--- config.mk ---
export PLATFORM = sky130hd
export DESIGN_NAME = program_loader
export DESIGN_NICKNAME = d
export VERILOG_FILES = /design/src/rtl/program_loader.sv
export SDC_FILE = /design/constraint.sdc
export NUM_CORES = 1
export LEC_CHECK = 0
export CAP_MARGIN = 10
export CORE_MARGIN = 2
export CORE_UTILIZATION = 50
export DETAILED_ROUTE_END_ITERATION = 8
export PLACE_DENSITY = 0.82
export SYNTH_ARGS = -nofsm -noshare
export SYNTH_HDL_FRONTEND = slang
export SYNTH_SLANG_ARGS = --single-unit
export TNS_END_PERCENT = 10
--- constraint.sdc ---
create_clock -name clk -period 2.65 [get_ports clk]
set_clock_uncertainty 0.2 [all_clocks]
set_input_delay 0.53 -clock clk [delete_from_list [all_inputs] [get_ports clk]]
set_output_delay 0.53 -clock clk [all_outputs]
set_load 0.01 [all_outputs]
--- src/rtl/program_loader.sv ---
// ---------------------------------------------------------------------------
// program_loader
//
// Byte-stream boot loader. It receives a framed little-endian program image,
// writes each assembled 32-bit word to the shared imem/dmem write port at
// consecutive word addresses, checks an XOR checksum over the data bytes,
// and holds the CPU in reset until the image has been verified.
//
// Frame: MAGIC, count[7:0], count[15:8], count x 4 data bytes (LSB first),
//        one checksum byte (XOR of all data bytes).
//
// Ports:
//   clk        system clock, rising edge
//   reset      synchronous active-high reset, returns to IDLE
//   rx_valid   byte on rx_data is valid
//   rx_data    incoming byte
//   rx_ready   loader accepts a byte this cycle
//   mem_write  one-cycle write strobe
//   mem_addr   word-aligned byte address of the write
//   mem_wdata  word to write
//   cpu_reset  high until the image is verified
//   done       image loaded and checksum good (sticky)
//   error      length overflow or checksum mismatch (sticky)
//
// State          | meaning
// ---------------+--------------------------------------------------------
// S_IDLE         | hunting for MAGIC, other bytes discarded
// S_COUNT_LO     | expecting low byte of word count
// S_COUNT_HI     | expecting high byte of word count, length checked here
// S_DATA         | receiving data bytes, one write per four bytes
// S_CHECK        | expecting checksum byte
// S_DONE         | image verified, CPU released, input ignored
// S_ERROR        | overflow or bad checksum, left only by reset
// ---------------------------------------------------------------------------
module program_loader #(
    parameter int unsigned DEPTH_WORDS = 1048576,
    parameter logic [7:0]  MAGIC       = 8'hA5
) (
    input  logic        clk,
    input  logic        reset,
    input  logic        rx_valid,
    input  logic [7:0]  rx_data,
    output logic        rx_ready,
    output logic        mem_write,
    output logic [31:0] mem_addr,
    output logic [31:0] mem_wdata,
    output logic        cpu_reset,
    output logic        done,
    output logic        error
);

    typedef enum logic [2:0] {
        S_IDLE,
        S_COUNT_LO,
        S_COUNT_HI,
        S_DATA,
        S_CHECK,
        S_DONE,
        S_ERROR
    } state_t;

    state_t state;
    state_t state_next;

    logic [7:0]  count_lo;
    logic [15:0] count;
    logic [20:0] index;
    logic [1:0]  lane;
    logic [23:0] asm_buf;
    logic [7:0]  acc;

    logic        accept;
    logic [15:0] count_rx;
    logic [20:0] index_inc;
    logic        last_word;
    logic        overflow;

    // rx_ready depends only on state, so the handshake has no comb loop.
    assign rx_ready  = (state != S_DONE) && (state != S_ERROR);
    assign accept    = rx_valid & rx_ready;
    assign count_rx  = {rx_data, count_lo};
    assign index_inc = index + 21'd1;
    assign last_word = (index_inc == {5'd0, count});
    assign overflow  = ({16'd0, count_rx} > 32'(DEPTH_WORDS));

    always_ff @(posedge clk) begin
        if (reset) begin
            state <= S_IDLE;
        end else begin
            state <= state_next;
        end
    end

    always_comb begin
        state_next = state;
        cpu_reset  = 1'b1;
        done       = 1'b0;
        error      = 1'b0;
        case (state)
            S_IDLE: begin
                if (accept && (rx_data == MAGIC)) begin
                    state_next = S_COUNT_LO;
                end
            end
            S_COUNT_LO: begin
                if (accept) begin
                    state_next = S_COUNT_HI;
                end
            end
            S_COUNT_HI: begin
                if (accept) begin
                    if (overflow) begin
                        state_next = S_ERROR;
                    end else if (count_rx == 16'd0) begin
                        state_next = S_CHECK;
                    end else begin
                        state_next = S_DATA;
                    end
                end
            end
            S_DATA: begin
                if (accept && (lane == 2'd3) && last_word) begin
                    state_next = S_CHECK;
                end
            end
            S_CHECK: begin
                if (accept) begin
                    state_next = (rx_data == acc) ? S_DONE : S_ERROR;
                end
            end
            S_DONE: begin
                cpu_reset = 1'b0;
                done      = 1'b1;
            end
            S_ERROR: begin
                error = 1'b1;
            end
            default: begin
                state_next = S_IDLE;
            end
        endcase
    end

    always_ff @(posedge clk) begin
        if (reset) begin
            mem_write <= 1'b0;
            mem_addr  <= 32'd0;
            mem_wdata <= 32'd0;
            count_lo  <= 8'd0;
            count     <= 16'd0;
            index     <= 21'd0;
            lane      <= 2'd0;
            asm_buf   <= 24'd0;
            acc       <= 8'd0;
        end else begin
            mem_write <= 1'b0;
            if (accept) begin
                case (state)
                    S_COUNT_LO: begin
                        count_lo <= rx_data;
                    end
                    S_COUNT_HI: begin
                        count <= count_rx;
                        index <= 21'd0;
                        lane  <= 2'd0;
                        acc   <= 8'd0;
                    end
                    S_DATA: begin
                        acc  <= acc ^ rx_data;
                        lane <= lane + 2'd1;
                        case (lane)
                            2'd0: asm_buf[7:0]   <= rx_data;
                            2'd1: asm_buf[15:8]  <= rx_data;
                            2'd2: asm_buf[23:16] <= rx_data;
                            default: begin
                                // Last byte of the word bypasses the buffer
                                // so the write issues with no extra cycle.
                                mem_write <= 1'b1;
                                mem_addr  <= {9'd0, index, 2'b00};
                                mem_wdata <= {rx_data, asm_buf};
                                index     <= index_inc;
                            end
                        endcase
                    end
                    default: ;
                endcase
            end
        end
    end

endmodule

==> impl_metrics.py <==
metrics = {
    "placed_design": {
        "place_area_mm2": 0.007231,
        "dpl.hpwl_um": 10450,
        "gp_congestion": 0.9093,
        "port_buffers": 68,
    },
    "routing": {
        "drc": 0,
        "via_count": 5867,
        "routed_wl_um": 16010,
        "initialDrtViolationCount": 590,
        "antenna_left": 0,
        "via_per_inst": 5.652,
        "drt-wirelength-per-cell_um": 15.42,
        "firstDrtPassIters": 5,
    },
    "pwr": {
        "vdd_drop_max_mv": 0.3395,
        "p_total_mw": 4.401,
        "p_per_area_mw_per_mm2": 553.5,
        "p_leak_nw": 2.834,
    },
    "die": {
        "die-area_mm2": 0.01319,
        "die_w_um": 114.8,
        "die_h_um": 114.8,
        "start_util": 0.5114,
        "core_area_mm2": 0.01201,
        "rows": 40,
        "io_pins": 80,
    },
    "sta": {
        "period_share": 0.9735,
        "maxSlewViolCount": 0,
        "setup_viol": 0,
        "worst_slew_pin_slew_ns": 0.7372,
        "clock.fmax_mhz": 387.6,
        "fin_crit_ns": 2.580,
        "slew_headroom": 0.5085,
        "hold_viol_final": 0,
    },
    "yosys": {
        "synth_simple_gate_area_frac": 0.2465,
        "synth-compound-area-share": 0.1803,
        "yosys_warnings": 0,
        "syn_inst": 787,
        "avgSynthCellArea_um2": 7.804,
        "synth_cell_types": 58,
        "ys_async_sr_fraction": 0,
        "synth_xor_area_frac": 0.03422,
        "synth_ff_type": "dfxtp_1",
        "syn_area_mm2": 0.006142,
        "synth-seq-cells": 136,
        "synth_mux_area_frac": 0.01650,
        "ys_seq_area_frac": 0.4433,
        "synth_edf_count": 0,
        "synthAdderAreaFrac": 0.01222,
        "synth_top_family_by_area": "simple AND/OR/NAND/NOR gates",
    },
    "global_routing": {
        "grt_pass1_wl_um": 25210,
        "grt_pass1_vias": 5084,
        "grt_overflow": 0,
        "grt_usage": 0.2408,
        "antenna_found_initial": 0,
        "grt_max_degree": 73,
    },
    "clocking": {
        "clock_latency_ns": 0.43,
        "root_buffer": "clkbuf_16",
        "h-tree-depth": 4,
        "cts_tree": "done",
        "cts_sinks": 136,
        "clockBufferDepth": 2,
        "path_clk_slew_ns": 0.06,
        "cts-buffers-inserted": 17,
    },
    "layout": {
        "mostFrequentLayoutCell": "nand2_1",
        "stdcell_area_mm2": 0.007951,
        "area_growth_pct": 29.46,
        "multi_input_area_mm2": 0.003168,
        "nFillCells": 953,
        "final_cell_mix": "185 x nand2_1, 128 x dfxtp_1, 109 x a21oi_1",
        "nets": 895,
        "drive_above_1_share": 0.1560,
        "register_area_mm2": 0.002733,
        "diodes": 0,
    },
    "setup_path": {
        "crit_path_max_fanout": 10,
        "required_ns": 1.92,
        "cp-start-kind": "flop",
        "worstSetupEndpointType": "output port",
        "r2r-start": "index[0]$_SDFFE_PP0P_",
        "cp.arrival_ns": 1.85,
        "path_class": "reg -> out",
        "crit_start": "state[1]$_SDFFE_PP0P_",
    },
    "min_path": {
        "worstHoldStart": "asm_buf[5]$_SDFFE_PP0P_",
        "holdCritPathClass": "reg -> reg",
    },
    "run": {
        "maxCapViolCount": 0,
    },
    "outcome": {
        "run_status": "finished, final reports clean",
    },
}
[path summary, 6_finish.rpt]
kind | endpoint | slack (ns) | cells past startpoint
worst max-delay path | rx_ready | 0.07 | 3
worst min-delay path | mem_wdata[5]$_SDFFE_PP0P_ | 0.25 | 2
worst max register to register | state[1]$_SDFFE_PP0P_ | 0.07 | 10
worst min register to register | mem_wdata[5]$_SDFFE_PP0P_ | 0.25 | 2
[stage by stage]
stage                     cells  worst slack [ns]    util   TNS (ns)  hold WS (ns)
final                      1038           0.07009  0.6620          0        0.2502
after detailed placement   1001           -0.2838  0.6020    -0.8825        0.2424
after global placement     1001           -0.2711  0.6020    -0.7337        0.2378
after global routing       1038          -0.07100  0.6620    -0.1633        0.2646
after CTS                  1033         -0.005946  0.6517  -0.005946        0.2515
after floorplan             797           0.05962       -          0        0.2321
[sequential cells by signal, summed over array words and instances (netlist names), 3 cells and up]
signal and flops:
count_lo 8, mem_wdata 32, index 21, asm_buf 24, acc 8, mem_addr 21, count 16, state 3
[cells in the mapped netlist (4+ instances only)]
| cell | n | area [um^2] |
|---|---|---|
| a21oi_1 | 109 | 545.5 |
| a22oi_1 | 10 | 75.07 |
| a31oi_1 | 5 | 31.28 |
| and3_1 | 8 | 50.05 |
| buf_2 | 8 | 40.04 |
| buf_4 | 16 | 120.1 |
| clkbuf_1 | 47 | 176.4 |
| dfxtp_1 | 136 | 2723 |
| ha_1 | 6 | 75.07 |
| inv_1 | 12 | 45.04 |
| mux2i_1 | 9 | 90.09 |
| nand2_1 | 185 | 694.4 |
| nand2b_1 | 17 | 106.4 |
| nand3_1 | 40 | 200.2 |
| nand4_1 | 9 | 56.30 |
| nor2_1 | 40 | 150.1 |
| nor3_1 | 8 | 40.04 |
| nor4_1 | 6 | 37.54 |
| o21ai_0 | 37 | 185.2 |
| o31ai_1 | 4 | 30.03 |
| xnor2_1 | 17 | 148.9 |
| xor2_1 | 7 | 61.31 |
[per-layer routing]
layer	share of wire	vias up	global-route usage
li1	-	2867	-
met1	0.45	2724	0.3347
met2	0.45	229	0.3641
met3	0.071	47	0.05746
met4	0.028	0	0.09317
met5	0	-	0
[worst max-delay path, stage by stage (launching register included)]
cell,delay [ns]
dfxtp_2,0.45
xor2_1,0.29
nand2_1,0.16
clkdlybuf4s50_1,0.52
[layout make-up]
cell class	instances	share of cell area
sequential	136	0.3437
clock buffer	17	0.05350
multi-input combinational	572	0.3984
tap	147	0.02313
inverter	12	0.006137
clock inverter	15	0.01668
timing repair buffer	139	0.1585
[logic make-up after synthesis]
group	count (synthesis)
AND/OR/NAND/NOR	331
other	1
multiplexers	10
AO/OA/AOI/OAI	190
buffers and inverters	89
XOR/XNOR	24
flip-flops	136
adder cells (fa/ha/maj)	6
[report_power, final]
part	switching (mW)	leakage, nW	internal [mW]	total [mW]
clock	0.998	0.272	1.23	2.23
combinational	0.0809	1.46	0.0424	0.123
sequential	0.00146	1.10	2.04	2.05
[repair_timing]
item / 4_1_cts / 5_1_grt
hold buffers: 0 / 0
cloned: 0 / 0
buffers inserted: 0 / 6
setup endpoints to repair: 4 / 4
resized for setup: 8 / 23
pin swaps: 5 / 9
(Power assumes the default switching activity.)
